File: src/rtl/instr_reg_ctrl.sv
// instr_reg_ctrl: two-requester write arbiter and read front end for an
// external instruction register of 2**PTR_W entries.
//
// Ports:
//   clk, reset_n       single clock; synchronous active-low reset
//   clr                synchronous soft clear of pointers, count and valid map
//   req / gnt          per-requester write request / one-hot combinational grant
//   req_a/req_b/req_opc  per-requester operands and opcode
//   load_en, write_pointer, operand_a, operand_b, opcode
//                      registered write port towards the instruction register
//   rd_req, rd_ptr     read request
//   read_pointer, instruction_word  read port of the instruction register
//   rd_valid, rd_data, rd_err       one-cycle read response
//   full, count        occupancy status
//
// Entry layout of instruction_word / rd_data: {opcode, operand_a, operand_b}.
//
// Build option: define INSTR_REG_CTRL_WRAP_EN to let writes wrap and overwrite
// the oldest entry instead of stopping in FULL.

module instr_reg_ctrl #(
  parameter int unsigned PTR_W  = 5,
  parameter int unsigned OPND_W = 32,
  parameter int unsigned OPC_W  = 4
) (
  input  logic                           clk,
  input  logic                           reset_n,
  input  logic                           clr,
  input  logic [1:0]                     req,
  output logic [1:0]                     gnt,
  input  logic [1:0][OPND_W-1:0]         req_a,
  input  logic [1:0][OPND_W-1:0]         req_b,
  input  logic [1:0][OPC_W-1:0]          req_opc,
  output logic                           load_en,
  output logic [PTR_W-1:0]               write_pointer,
  output logic [OPND_W-1:0]              operand_a,
  output logic [OPND_W-1:0]              operand_b,
  output logic [OPC_W-1:0]               opcode,
  input  logic                           rd_req,
  input  logic [PTR_W-1:0]               rd_ptr,
  output logic [PTR_W-1:0]               read_pointer,
  input  logic [OPC_W+2*OPND_W-1:0]      instruction_word,
  output logic                           rd_valid,
  output logic [OPC_W+2*OPND_W-1:0]      rd_data,
  output logic                           rd_err,
  output logic                           full,
  output logic [PTR_W:0]                 count
);

  localparam int unsigned DEPTH = 2**PTR_W;
  localparam logic [PTR_W:0] DEPTH_CNT = {1'b1, {PTR_W{1'b0}}};

`ifdef INSTR_REG_CTRL_WRAP_EN
  localparam bit WRAP_EN = 1'b1;
`else
  localparam bit WRAP_EN = 1'b0;
`endif

  typedef enum logic [1:0] {IDLE, LOAD, FULL} state_t;

  state_t              r_state, w_state_nxt;
  logic [PTR_W-1:0]    r_wr_ptr;
  logic [PTR_W:0]      r_count;
  logic [DEPTH-1:0]    r_valid;
  logic                r_last;     // last winner; the other side wins a tie
  logic                r_load_en;
  logic [PTR_W-1:0]    r_wp;
  logic [OPND_W-1:0]   r_opa, r_opb;
  logic [OPC_W-1:0]    r_opc;
  logic [PTR_W-1:0]    r_rd_ptr;
  logic                r_rd_valid;
  logic                r_rd_err;
  logic [1:0]          w_gnt;
  logic                w_accept;
  logic                w_win;

  // Arbitration and next state
  always_comb begin
    w_gnt = 2'b00;
    if (reset_n && !clr && r_state != FULL) begin
      unique case (req)
        2'b01:   w_gnt = 2'b01;
        2'b10:   w_gnt = 2'b10;
        2'b11:   w_gnt = r_last ? 2'b01 : 2'b10;
        default: w_gnt = 2'b00;
      endcase
    end
    w_win    = w_gnt[1];
    w_accept = |(req & w_gnt);

    w_state_nxt = r_state;
    if (clr) begin
      w_state_nxt = IDLE;
    end else begin
      unique case (r_state)
        IDLE, LOAD: begin
          if (!w_accept)
            w_state_nxt = IDLE;
          else if (!WRAP_EN && r_count == DEPTH_CNT - 1'b1)
            w_state_nxt = FULL;
          else
            w_state_nxt = LOAD;
        end
        FULL:    w_state_nxt = FULL;
        default: w_state_nxt = IDLE;
      endcase
    end
  end

  always_ff @(posedge clk) begin
    if (!reset_n) begin
      r_state    <= IDLE;
      r_wr_ptr   <= '0;
      r_count    <= '0;
      r_valid    <= '0;
      r_last     <= 1'b1;
      r_load_en  <= 1'b0;
      r_wp       <= '0;
      r_opa      <= '0;
      r_opb      <= '0;
      r_opc      <= '0;
      r_rd_ptr   <= '0;
      r_rd_valid <= 1'b0;
      r_rd_err   <= 1'b0;
    end else begin
      r_state   <= w_state_nxt;
      r_load_en <= w_accept;
      if (w_accept) begin
        r_wp   <= r_wr_ptr;
        r_opa  <= req_a[w_win];
        r_opb  <= req_b[w_win];
        r_opc  <= req_opc[w_win];
        r_last <= w_win;
      end
      if (clr) begin
        r_wr_ptr <= '0;
        r_count  <= '0;
        r_valid  <= '0;
      end else begin
        // Valid bit lands at the end of the load_en cycle, so a read
        // registered at the same edge still sees the pre-write bit.
        if (r_load_en)
          r_valid[r_wp] <= 1'b1;
        if (w_accept) begin
          r_wr_ptr <= r_wr_ptr + 1'b1;
          if (r_count != DEPTH_CNT)
            r_count <= r_count + 1'b1;
        end
      end
      // Read path is independent of the write FSM and of clr.
      r_rd_valid <= rd_req;
      r_rd_err   <= rd_req & ~r_valid[rd_ptr];
      if (rd_req)
        r_rd_ptr <= rd_ptr;
    end
  end

  assign gnt           = w_gnt;
  assign load_en       = r_load_en;
  assign write_pointer = r_wp;
  assign operand_a     = r_opa;
  assign operand_b     = r_opb;
  assign opcode        = r_opc;
  assign read_pointer  = r_rd_ptr;
  assign rd_valid      = r_rd_valid;
  assign rd_err        = r_rd_err;
  assign rd_data       = r_rd_valid ? instruction_word : '0;
  assign full          = (r_state == FULL);
  assign count         = r_count;

endmodule

File: config.mk
export PLATFORM = sky130hd
export DESIGN_NAME = instr_reg_ctrl
export DESIGN_NICKNAME = d
export VERILOG_FILES = /design/src/rtl/instr_reg_ctrl.sv
export SDC_FILE = /design/constraint.sdc
export NUM_CORES = 1
export LEC_CHECK = 0
export BUFFER_PORTS_ARGS = -buffer_cell sky130_fd_sc_hd__buf_2
export CORE_AREA = 4 4 144 146
export DETAILED_ROUTE_END_ITERATION = 10
export DIE_AREA = 0 0 148 150
export PLACE_DENSITY_LB_ADDON = 0.2
export REMOVE_ABC_BUFFERS = 1
export SLEW_MARGIN = 20
export SYNTH_ARGS = -nofsm -noshare
export SYNTH_HDL_FRONTEND = slang
export SYNTH_SLANG_ARGS = --single-unit
File: constraint.sdc
create_clock -name clk -period 1.45 [get_ports clk]
set_input_delay 0.145 -clock clk [delete_from_list [all_inputs] [get_ports clk]]
set_output_delay 0.145 -clock clk [all_outputs]
set_load 0.02 [all_outputs]
== Word level (Yosys, flattened, before mapping) ==
Cells that the tools add are included.

* Order comparisons: 4
* Reductions and logical operators: 9
* Muxes and demuxes: 17
* Divide/modulo/power cells: 0
* Equality and inequality tests: 8
* Shift operators: 0
* Add/subtract/negate cells: 2
* $mul: 0
* Bitwise operators: 5

{| class="wikitable"
|+ Operators with widths
! cell !! number
|-
| 32-bit two-way mux || 4
|-
| 68-bit two-way mux || 1
|-
| 32-bit OR || 1
|-
| 5-bit by 6-bit less-than comparator with 1-bit output (second input constant) || 2
|-
| 2-bit two-way mux || 4
|-
| 4-bit two-way mux || 2
|-
| 6-bit by 1-bit adder with 6-bit output (second input constant) || 1
|-
| 2-bit == test (second input constant) || 3
|-
| 6-bit by 5-bit == test with 1-bit output (second input constant) || 1
|-
| 6-bit inequality test (second input constant) || 1
|-
| 2-bit one-hot mux with 3 select lines || 1
|-
| 2-bit OR reduction || 3
|-
| 5-bit by 1-bit adder with 5-bit output (second input constant) || 1
|-
| 1-bit binary-select mux with 5-bit select || 1
|-
| 1-bit demux with 5-bit select || 1
|-
| 5-bit by 1-bit greater-or-equal comparator with 1-bit output (second input constant) || 1
|-
| 2-bit by 1-bit == test with 1-bit output (second input constant) || 2
|-
| 2-bit one-hot mux with 2 select lines || 1
|-
| 1-bit logical AND || 3
|-
| 2-bit AND || 1
|-
| 2-bit zero test || 1
|-
| 1-bit by 2-bit less-than comparator with 1-bit output (second input constant) || 1
|-
| 1-bit two-way mux || 2
|-
| 2-bit inequality test (second input constant) || 1
|-
| other kinds (4) || 5
|}

* Memory bits (read-only): 0
* Latch bits: 0
* Memory bits (writable): 0
* Logic and storage cells: 58
* Register bits: 127
* Output and inout port bits: 158
* Memories: 0

== Longest topological paths before layout ==
Gate-level depths: netlist of run 1.

* Word-level depth: 8
* Depth in mapped cells: 8
* Depth with buffers taken out: 6

== Least setup slack after synthesis of run 1 ==
OpenSTA, ideal clock, no wires.

* Path type: register to register
* Start: reg r_count[0] (netlist: count[0])
* End: reg r_count[3] (netlist: count[3])
* Clock period less this slack: 1.724 ns
* Path slack: -0.274 ns
* Library setup time: 0.071 ns
* Stages on the path, launching flop included: 7
* Data arrival time: 1.654 ns
* Path buffers: 0
* Cell sequence: dfxtp_1 -> inv_1 -> ha_1 -> nor2b_1 -> and3_1 -> or4_1 -> a21oi_1

* Word-level cells in the longest chain between the ends: 2

{| class="wikitable"
|+ RTL lines
! item !! line !! source
|-
| from (decl) || 63 || <nowiki>logic [PTR_W:0] r_count;</nowiki>
|-
| from (signal assigned) || 147 || <nowiki>r_count <= r_count + 1'b1;</nowiki>
|-
| parallel branches: the longest is 2 deep, another holds 6-bit by 1-bit adder with 6-bit output || - ||
|}

Several ways; the timed one is not identified.
A chain may end at the register's enable or synchronous reset.

== Worst setup path in the final report of run 1 ==
* Start: reg r_state[0]
* End: out gnt[0]

* Word-level cells in the longest chain between the ends: 3

{| class="wikitable"
|+ RTL lines
! item !! line !! source
|-
| from (decl) || 61 || <nowiki>state_t r_state, w_state_nxt;</nowiki>
|-
| from (signal assigned) || 126 || <nowiki>r_state <= w_state_nxt;</nowiki>
|-
| 2-bit inequality test || 80 || <nowiki>if (reset_n && !clr && r_state != FULL) begin</nowiki>
|-
| 1-bit logical AND || 80 ||
|-
| 2-bit two-way mux || 80 ||
|-
| to (decl) || 30 || <nowiki>output logic [1:0] gnt,</nowiki>
|}

No other way between the ends.

==> flow_metrics.py, run 1 <==
metrics = {
    "critical_path": {
        "rrSetupSlack_ns": -0.15,
        "path_depth": 7,
        "reg2reg_from": "r_last$_SDFFE_PN1P_",
        "cp_slowest_cell": "dfxtp_1",
        "max_stage_delay_ns": 0.29,
        "critPathBufInv": 4,
        "worst_path_most_repeated_cell": "buf_6",
        "crit_family": "buffers and inverters",
        "crit_fanout": 2,
        "r2r_cells": 8,
        "worstPathRequired_ns": 1.31,
        "rr_endpoint": "operand_a[6]$_SDFFE_PN0P_",
        "worstSetupEndpointType": "primary output",
        "start_kind": "flip-flop",
        "crit_type": "reg -> out",
        "cp_cell_sequence": "nand2b_4 -> buf_6 -> nand3_4 -> inv_6 -> buf_12 -> and2_4 -> buf_6",
        "arrival_ns": 1.48,
    },
    "layout": {
        "stdcell_area_um2": 11100,
        "fin_nets": 1307,
        "drive_gt1_share_pct": 60.5,
        "area_growth_pct": 86.1,
        "nFillCells": 1724,
        "seq_area_um2": 2550,
        "multi_input_area_um2": 3800,
        "final_cells": 1372,
        "post-route-util_pct": 57.0,
    },
    "clock_network": {
        "cts_buffers": 17,
        "clkLatencyLatePin_ns": 0.42,
        "clk_pin_slew_worst_paths_ns": 0.06,
        "clock_sinks": 127,
        "cts_tree": "built",
        "cts_buffer_depth": 2,
        "htreeDepth": 4,
        "cts_root_buffer": "clkbuf_16",
    },
    "logic_synthesis": {
        "yosysMostFrequentCell": "dfxtp_1",
        "ys_ff_latch": 127,
        "synth_cells": 668,
        "syn_area_um2": 5940,
        "synth_area_leaders": "dfxtp_1 (43%), a21boi_1 (8.6%), o221ai_1 (8.3%), and2_1 (7.4%), nand2_1 (5.6%)",
        "synth.distinct_cells": 44,
        "seq_area_frac_synth_pct": 42.8,
        "async_reset_ff_share_pct": 0,
        "synth_top_flop_cell": "dfxtp_1",
        "synth-edff-count": 0,
        "yosys_warnings": 0,
        "syn_avg_cell_area_um2": 8.89,
        "synth_top_area_cell": "dfxtp_1",
        "synth_commonest_cells": "dfxtp_1 (127), nand2_1 (89), and2_1 (70)",
        "synthDominantCellAreaShare_pct": 42.8,
    },
    "placed_design": {
        "portBuffers": 372,
        "dpl_cell_area_um2": 8260,
        "hpwl_um": 17500,
        "placed_cells": 1287,
        "place_ws_ns": -0.103,
        "place.gp.congestion": 0.795,
    },
    "worst_hold_path": {
        "holdCritStartpoint": "req_a[23]",
        "holdPathEnd": "operand_a[23]$_SDFFE_PN0P_",
        "hold_path_depth": 3,
        "hp-class": "in -> reg",
    },
    "floorplan": {
        "num_rows": 51,
        "ios": 373,
        "start_util_pct": 30.6,
        "die_area_um2": 22200,
        "fp.dieH_um": 150,
        "core_um2": 19400,
        "die_w_um": 148,
    },
    "flow_run": {
        "timing.max_cap.violations": 0,
    },
    "grt": {
        "use_met1_pct": 22.8,
        "first_global_vias": 6821,
        "gr-usage-all-layers_pct": 22.4,
        "grt_pass1_wl_um": 38500,
        "grt_max_degree": 80,
        "antenna_found_initial": 6,
        "grtUsageMet2_pct": 41.5,
        "grt-ovfl-total": 0,
        "met3_usage_pct": 7.30,
        "top_usage_layer": "met2",
    },
    "power_and_ir_drop": {
        "clock_power_share_pct": 44.1,
        "p_total_uw": 10100,
        "cellPowerDensity_nw_per_um2": 916,
        "p_leak_uw": 0.00479,
        "comb_power_share_pct": 19.8,
        "pwr-share-seq_pct": 36.0,
        "p_sw_uw": 2770,
        "ir_worst_vdd_mv": 0.770,
        "intPower_uw": 7360,
        "p_sw_share_pct": 27.3,
    },
    "routing": {
        "avgViaCountPerCell": 4.98,
        "vias": 6828,
        "drt-initial-drc-count": 189,
        "wl_per_cell_um": 20.2,
        "totalWireLength_um": 27700,
        "drc": 0,
        "dr.pass1.iters": 4,
        "final_antenna_net_count": 0,
    },
    "timing": {
        "fin_crit_sh_pct": 112,
        "worst_slack_ns": -0.170,
        "max_slew_margin_pct": 66.3,
        "hold_viol": 0,
        "fin_crit_ns": 1.62,
        "rsz0062_at_grt": "yes",
        "max_freq_mhz": 617,
        "finClkSkew_ns": 0.00794,
        "tightest_slew_ns": 0.505,
        "drv_slew": 0,
        "setup-violations-final": 126,
    },
    "outcome": {
        "violations": "setup timing",
        "outcome": "complete, but fails checks",
    },
}
[flip-flops by register name, indices dropped and copies added, names as in the netlist]
name,count
r_valid,32
rd_err,1
operand_b,32
operand_a,32
rd_valid,1
count,6
write_pointer,5
r_last,1
r_state,2
load_en,1
r_wr_ptr,5
opcode,4
read_pointer,5
[worst min-delay path, stage by stage]
cell,delay (ns)
buf_2,0.09
o221ai_2,0.07
a21boi_1,0.11
[final cells by class]
cell class	count	area share, %
antenna	5	0.113
clock buffer	18	3.97
clock inverter	14	1.63
inverter	4	0.181
multi-input combinational	477	34.4
sequential	127	23.1
tap	265	3.00
timing repair buffer	462	33.6
[per-stage QoR]
step                      hold slack (ns)  TNS (ns)
after detailed placement            0.439     -2.01
after global routing               0.0403    -15.05
after global placement              0.433     -1.37
after floorplan                     0.233   -156.96
final                              0.0401     -7.39
after CTS                          0.0344     -8.62
[power groups by stage]
stage | Clock, uW | Combinational [uW] | Sequential, uW
floorplan | 0 | 467 | 3850
global placement | 0 | 1360 | 3720
detailed placement | 0 | 1360 | 3720
CTS | 4570 | 1730 | 3650
global route | 4730 | 2120 | 3660
finish | 4470 | 2010 | 3650
[cell families after synthesis]
kind of cell             synth area share, %
multiplexers                            2.93
AO/OA/AOI/OAI                           26.5
flip-flops                              42.8
XOR/XNOR                               0.295
buffers and inverters                   5.46
adder cells (fa/ha/maj)                0.632
AND/OR/NAND/NOR                         21.4
[repair_timing]
| action | 4_1_cts | 5_1_grt |
|---|---|---|
| endpoints found under the setup margin | 109 | 144 |
| buffers inserted | 17 | 13 |
| hold buffers | 0 | 0 |
| resized for setup | 212 | 160 |
| gates cloned | 13 | 12 |
| pin swaps | 11 | 123 |
[worst max-delay path by stage]
stage                     slack (ns)                   from                         end
after CTS                      -0.19    r_last$_SDFFE_PN1P_                      gnt[0]
after detailed placement       -0.10    r_last$_SDFFE_PN1P_  operand_b[15]$_SDFFE_PN0P_
after global placement         -0.07                    clr   operand_b[6]$_SDFFE_PN0P_
after floorplan                -1.96    r_last$_SDFFE_PN1P_      opcode[1]$_SDFFE_PN0P_
final                          -0.17  r_state[0]$_SDFF_PP0_                      gnt[0]
after global routing           -0.23    r_last$_SDFFE_PN1P_                      gnt[1]
[layer usage]
layer	up-vias	wire length, um
li1	3255	-
met1	3192	9790
met2	317	14500
met3	62	2130
met4	2	1240
met5	-	7
[placed cells by master (no fill, tap or decap), types with 4 or more instances in the layout]
cell type,netlist,final
o21ai_0,7,6
a21boi_1,68,66
nor2_1,41,41
buf_6,8,84
clkbuf_16,0,27
dfxtp_1,127,122
nand2b_1,5,4
buf_2,10,302
and2_4,0,69
mux2i_1,5,5
buf_16,0,10
buf_4,3,27
clkinv_4,0,4
dfxtp_2,0,4
o22ai_1,4,4
inv_6,0,5
o221ai_4,0,12
nor3_1,4,4
buf_12,0,15
a21boi_0,5,4
nor3b_1,4,4
diode_2,0,5
nand2_1,89,89
buf_8,0,13
nand3_1,4,4
nor2b_1,12,11
o221ai_2,12,53
mux2_2,11,11
a21oi_1,42,39
or3_1,4,4
(Power assumes the default switching activity.)
==> run 2, diff against run 1 <==
--- a/config.mk
+++ b/config.mk
@@ -5,10 +5,12 @@
 export SDC_FILE = /design/constraint.sdc
 export NUM_CORES = 1
 export LEC_CHECK = 0
+export ABC_AREA = 1
+export ABC_CLOCK_PERIOD_IN_PS = 1450
 export BUFFER_PORTS_ARGS = -buffer_cell sky130_fd_sc_hd__buf_2
-export CORE_AREA = 4 4 144 146
+export CORE_AREA = 4 4 141 143
 export DETAILED_ROUTE_END_ITERATION = 10
-export DIE_AREA = 0 0 148 150
+export DIE_AREA = 0 0 145 147
 export PLACE_DENSITY_LB_ADDON = 0.2
 export REMOVE_ABC_BUFFERS = 1
 export SLEW_MARGIN = 20
==> flow_metrics.py, run 2 <==
metrics = {
    "outcome": {
        "outcome": "complete, but fails checks",
        "violations": "setup timing",
    },
    "clock_network": {
        "cts_buffer_depth": 2,
        "cts_tree": "built",
        "cts_root_buffer": "clkbuf_16",
        "cts_buffers": 17,
        "clkLatencyLatePin_ns": 0.43,
        "clock_sinks": 127,
        "clk_pin_slew_worst_paths_ns": 0.06,
        "htreeDepth": 4,
    },
    "routing": {
        "dr.pass1.iters": 4,
        "drt-initial-drc-count": 304,
        "avgViaCountPerCell": 4.76,
        "drc": 0,
        "vias": 6961,
        "final_antenna_net_count": 0,
        "wl_per_cell_um": 16.0,
        "totalWireLength_um": 23400,
    },
    "floorplan": {
        "start_util_pct": 30.7,
        "num_rows": 50,
        "core_um2": 18600,
        "die_w_um": 145,
        "die_area_um2": 21300,
        "fp.dieH_um": 147,
        "ios": 373,
    },
    "power_and_ir_drop": {
        "ir_worst_vdd_mv": 0.781,
        "p_total_uw": 9870,
        "p_leak_uw": 0.00516,
        "cellPowerDensity_nw_per_um2": 994,
    },
    "placed_design": {
        "hpwl_um": 15200,
        "portBuffers": 372,
        "placed_cells": 1388,
        "place_ws_ns": -0.0572,
        "place.gp.congestion": 0.774,
    },
    "critical_path": {
        "cp_slowest_cell": "dfxtp_4",
        "start_kind": "flip-flop",
        "max_stage_delay_ns": 0.37,
        "cp_cell_sequence": "buf_6 -> buf_12 -> buf_16 -> nand2_2 -> inv_2 -> buf_6",
        "worst_path_most_repeated_cell": "buf_6",
        "rrSetupSlack_ns": -0.02,
        "r2r_cells": 8,
        "crit_fanout": 8,
        "worstSetupEndpointType": "primary output",
        "critPathBufInv": 5,
        "crit_type": "reg -> out",
        "path_depth": 6,
        "crit_family": "buffers and inverters",
        "arrival_ns": 1.42,
        "worstPathRequired_ns": 1.31,
    },
    "logic_synthesis": {
        "synth-edff-count": 0,
        "synth.distinct_cells": 25,
        "synth_cells": 802,
        "synth_top_flop_cell": "dfxtp_1",
        "synthDominantCellAreaShare_pct": 44.6,
        "synth_commonest_cells": "nand2_1 (148), dfxtp_1 (127), a21oi_1 (121)",
        "synth_area_leaders": "dfxtp_1 (45%), a21oi_1 (11%), nand2_1 (9.7%), inv_1 (7.9%), o22ai_1 (7.5%)",
        "synth_top_area_cell": "dfxtp_1",
        "syn_area_um2": 5700,
        "ys_ff_latch": 127,
        "yosysMostFrequentCell": "nand2_1",
        "syn_avg_cell_area_um2": 7.10,
        "seq_area_frac_synth_pct": 44.6,
        "yosys_warnings": 0,
        "async_reset_ff_share_pct": 0,
    },
    "timing": {
        "fin_crit_sh_pct": 108,
        "max_slew_margin_pct": 71.0,
        "finClkSkew_ns": 0.00879,
        "finalSetupTns_ns": -2.63,
        "rsz0062_at_grt": "yes",
        "fin_crit_ns": 1.57,
        "drv_slew": 0,
        "tightest_slew_ns": 0.431,
        "worst_slack_ns": -0.116,
        "hold_viol": 0,
        "setup-violations-final": 54,
        "max_freq_mhz": 639,
    },
    "worst_hold_path": {
        "hp-class": "in -> reg",
        "hold_path_depth": 3,
    },
    "layout": {
        "drive_gt1_share_pct": 47.3,
        "final_cell_mix": "buf_2 (301), dfxtp_1 (125), a21oi_1 (120)",
        "post-route-util_pct": 53.4,
        "mostFrequentLayoutCell": "buf_2",
        "fin_nets": 1431,
        "area_growth_pct": 74.3,
        "final_cells": 1462,
    },
    "flow_run": {
        "timing.max_cap.violations": 0,
    },
    "grt": {
        "antenna_found_initial": 2,
        "first_global_vias": 6838,
        "grt-ovfl-total": 0,
        "grt_pass1_wl_um": 34600,
        "gr-usage-all-layers_pct": 19.9,
        "grt_max_degree": 80,
    },
}
-- run 2: changes by cell type in the layout (fill, tap and decap cells not counted), sizes merged, moves of 27 or more --
cell    before  now
o221ai      68    0
o21ai        7   85
and2        70    0
a21boi      73    0
nand2       89  149
o22ai        4   68
a21oi       42  121
nand3        5   32
inv          8  125
-- run 2: final timing paths --
path | start | endpoint
worst min register to register | r_state[1]$_SDFF_PP0_ | r_state[0]$_SDFF_PP0_
worst max register to register | r_state[1]$_SDFF_PP0_ | operand_a[18]$_SDFFE_PN0P_
worst max-delay path | rd_valid$_SDFF_PN0_ | rd_data[37]
worst min-delay path | req_b[30] | operand_b[30]$_SDFFE_PN0P_
-- run 2: through the flow --
stage / cell area [um2] / hold WS [ns]
CTS: 9400 / 0.0000441
finish: 9930 / 0.00931
global placement: 8000 / 0.419
global route: 9930 / 0.0142
floorplan: 5430 / 0.214
detailed placement: 8000 / 0.433
-- run 2: area by class of cell --
type	instances	area, um2
Timing Repair Buffer	448	3260
Antenna cell	2	5.00
Sequential cell	127	2550
Inverter	123	465
Tap cell	234	293
Fill cell	1708	8650
Clock buffer	19	443
Clock inverter	13	129
Multi-Input combinational cell	496	2790
-- run 2: kinds of logic after synthesis --
kind of cell	share of synthesized area (%)
compound gates	25.7
fa+ha+maj	0.659
buf+inv	12.8
flops	44.6
simple gates	16.2
-- run 2: where the power goes --
part           internal [uW]  leakage, uW  switching, uW
Sequential              3640      0.00104           85.5
Clock                   2430     0.000269           1700
Combinational            892      0.00385           1110
Total                   6970      0.00516           2900
-- run 2: metal layers --
| layer | vias up | wire (um) | part of all wire, % | global-route usage (%) |
|---|---|---|---|---|
| li1 | 3487 | - | - | - |
| met2 | 269 | 12200 | 52 | 36.4 |
| met4 | 0 | 530 | 2.3 | 8.17 |
| met1 | 3167 | 8830 | 38 | 20.7 |
| met3 | 38 | 1780 | 7.6 | 7.09 |
| met5 | - | 0 | 0 | 0 |
-- run 2: worst min-delay path: stages --
cell and delay, ns:
buf_2 0.08, o22ai_1 0.06, a21oi_1 0.11
-- run 2: repair_timing --
action / in CTS / in global routing
endpoints found under the setup margin: 70 / 143
hold buffers: 18 / 0
pin swaps: 5 / 4
resized for setup: 133 / 173
endpoints found under the hold margin: 16 / 0
setup buffers: 11 / 3
cloned: 7 / 3
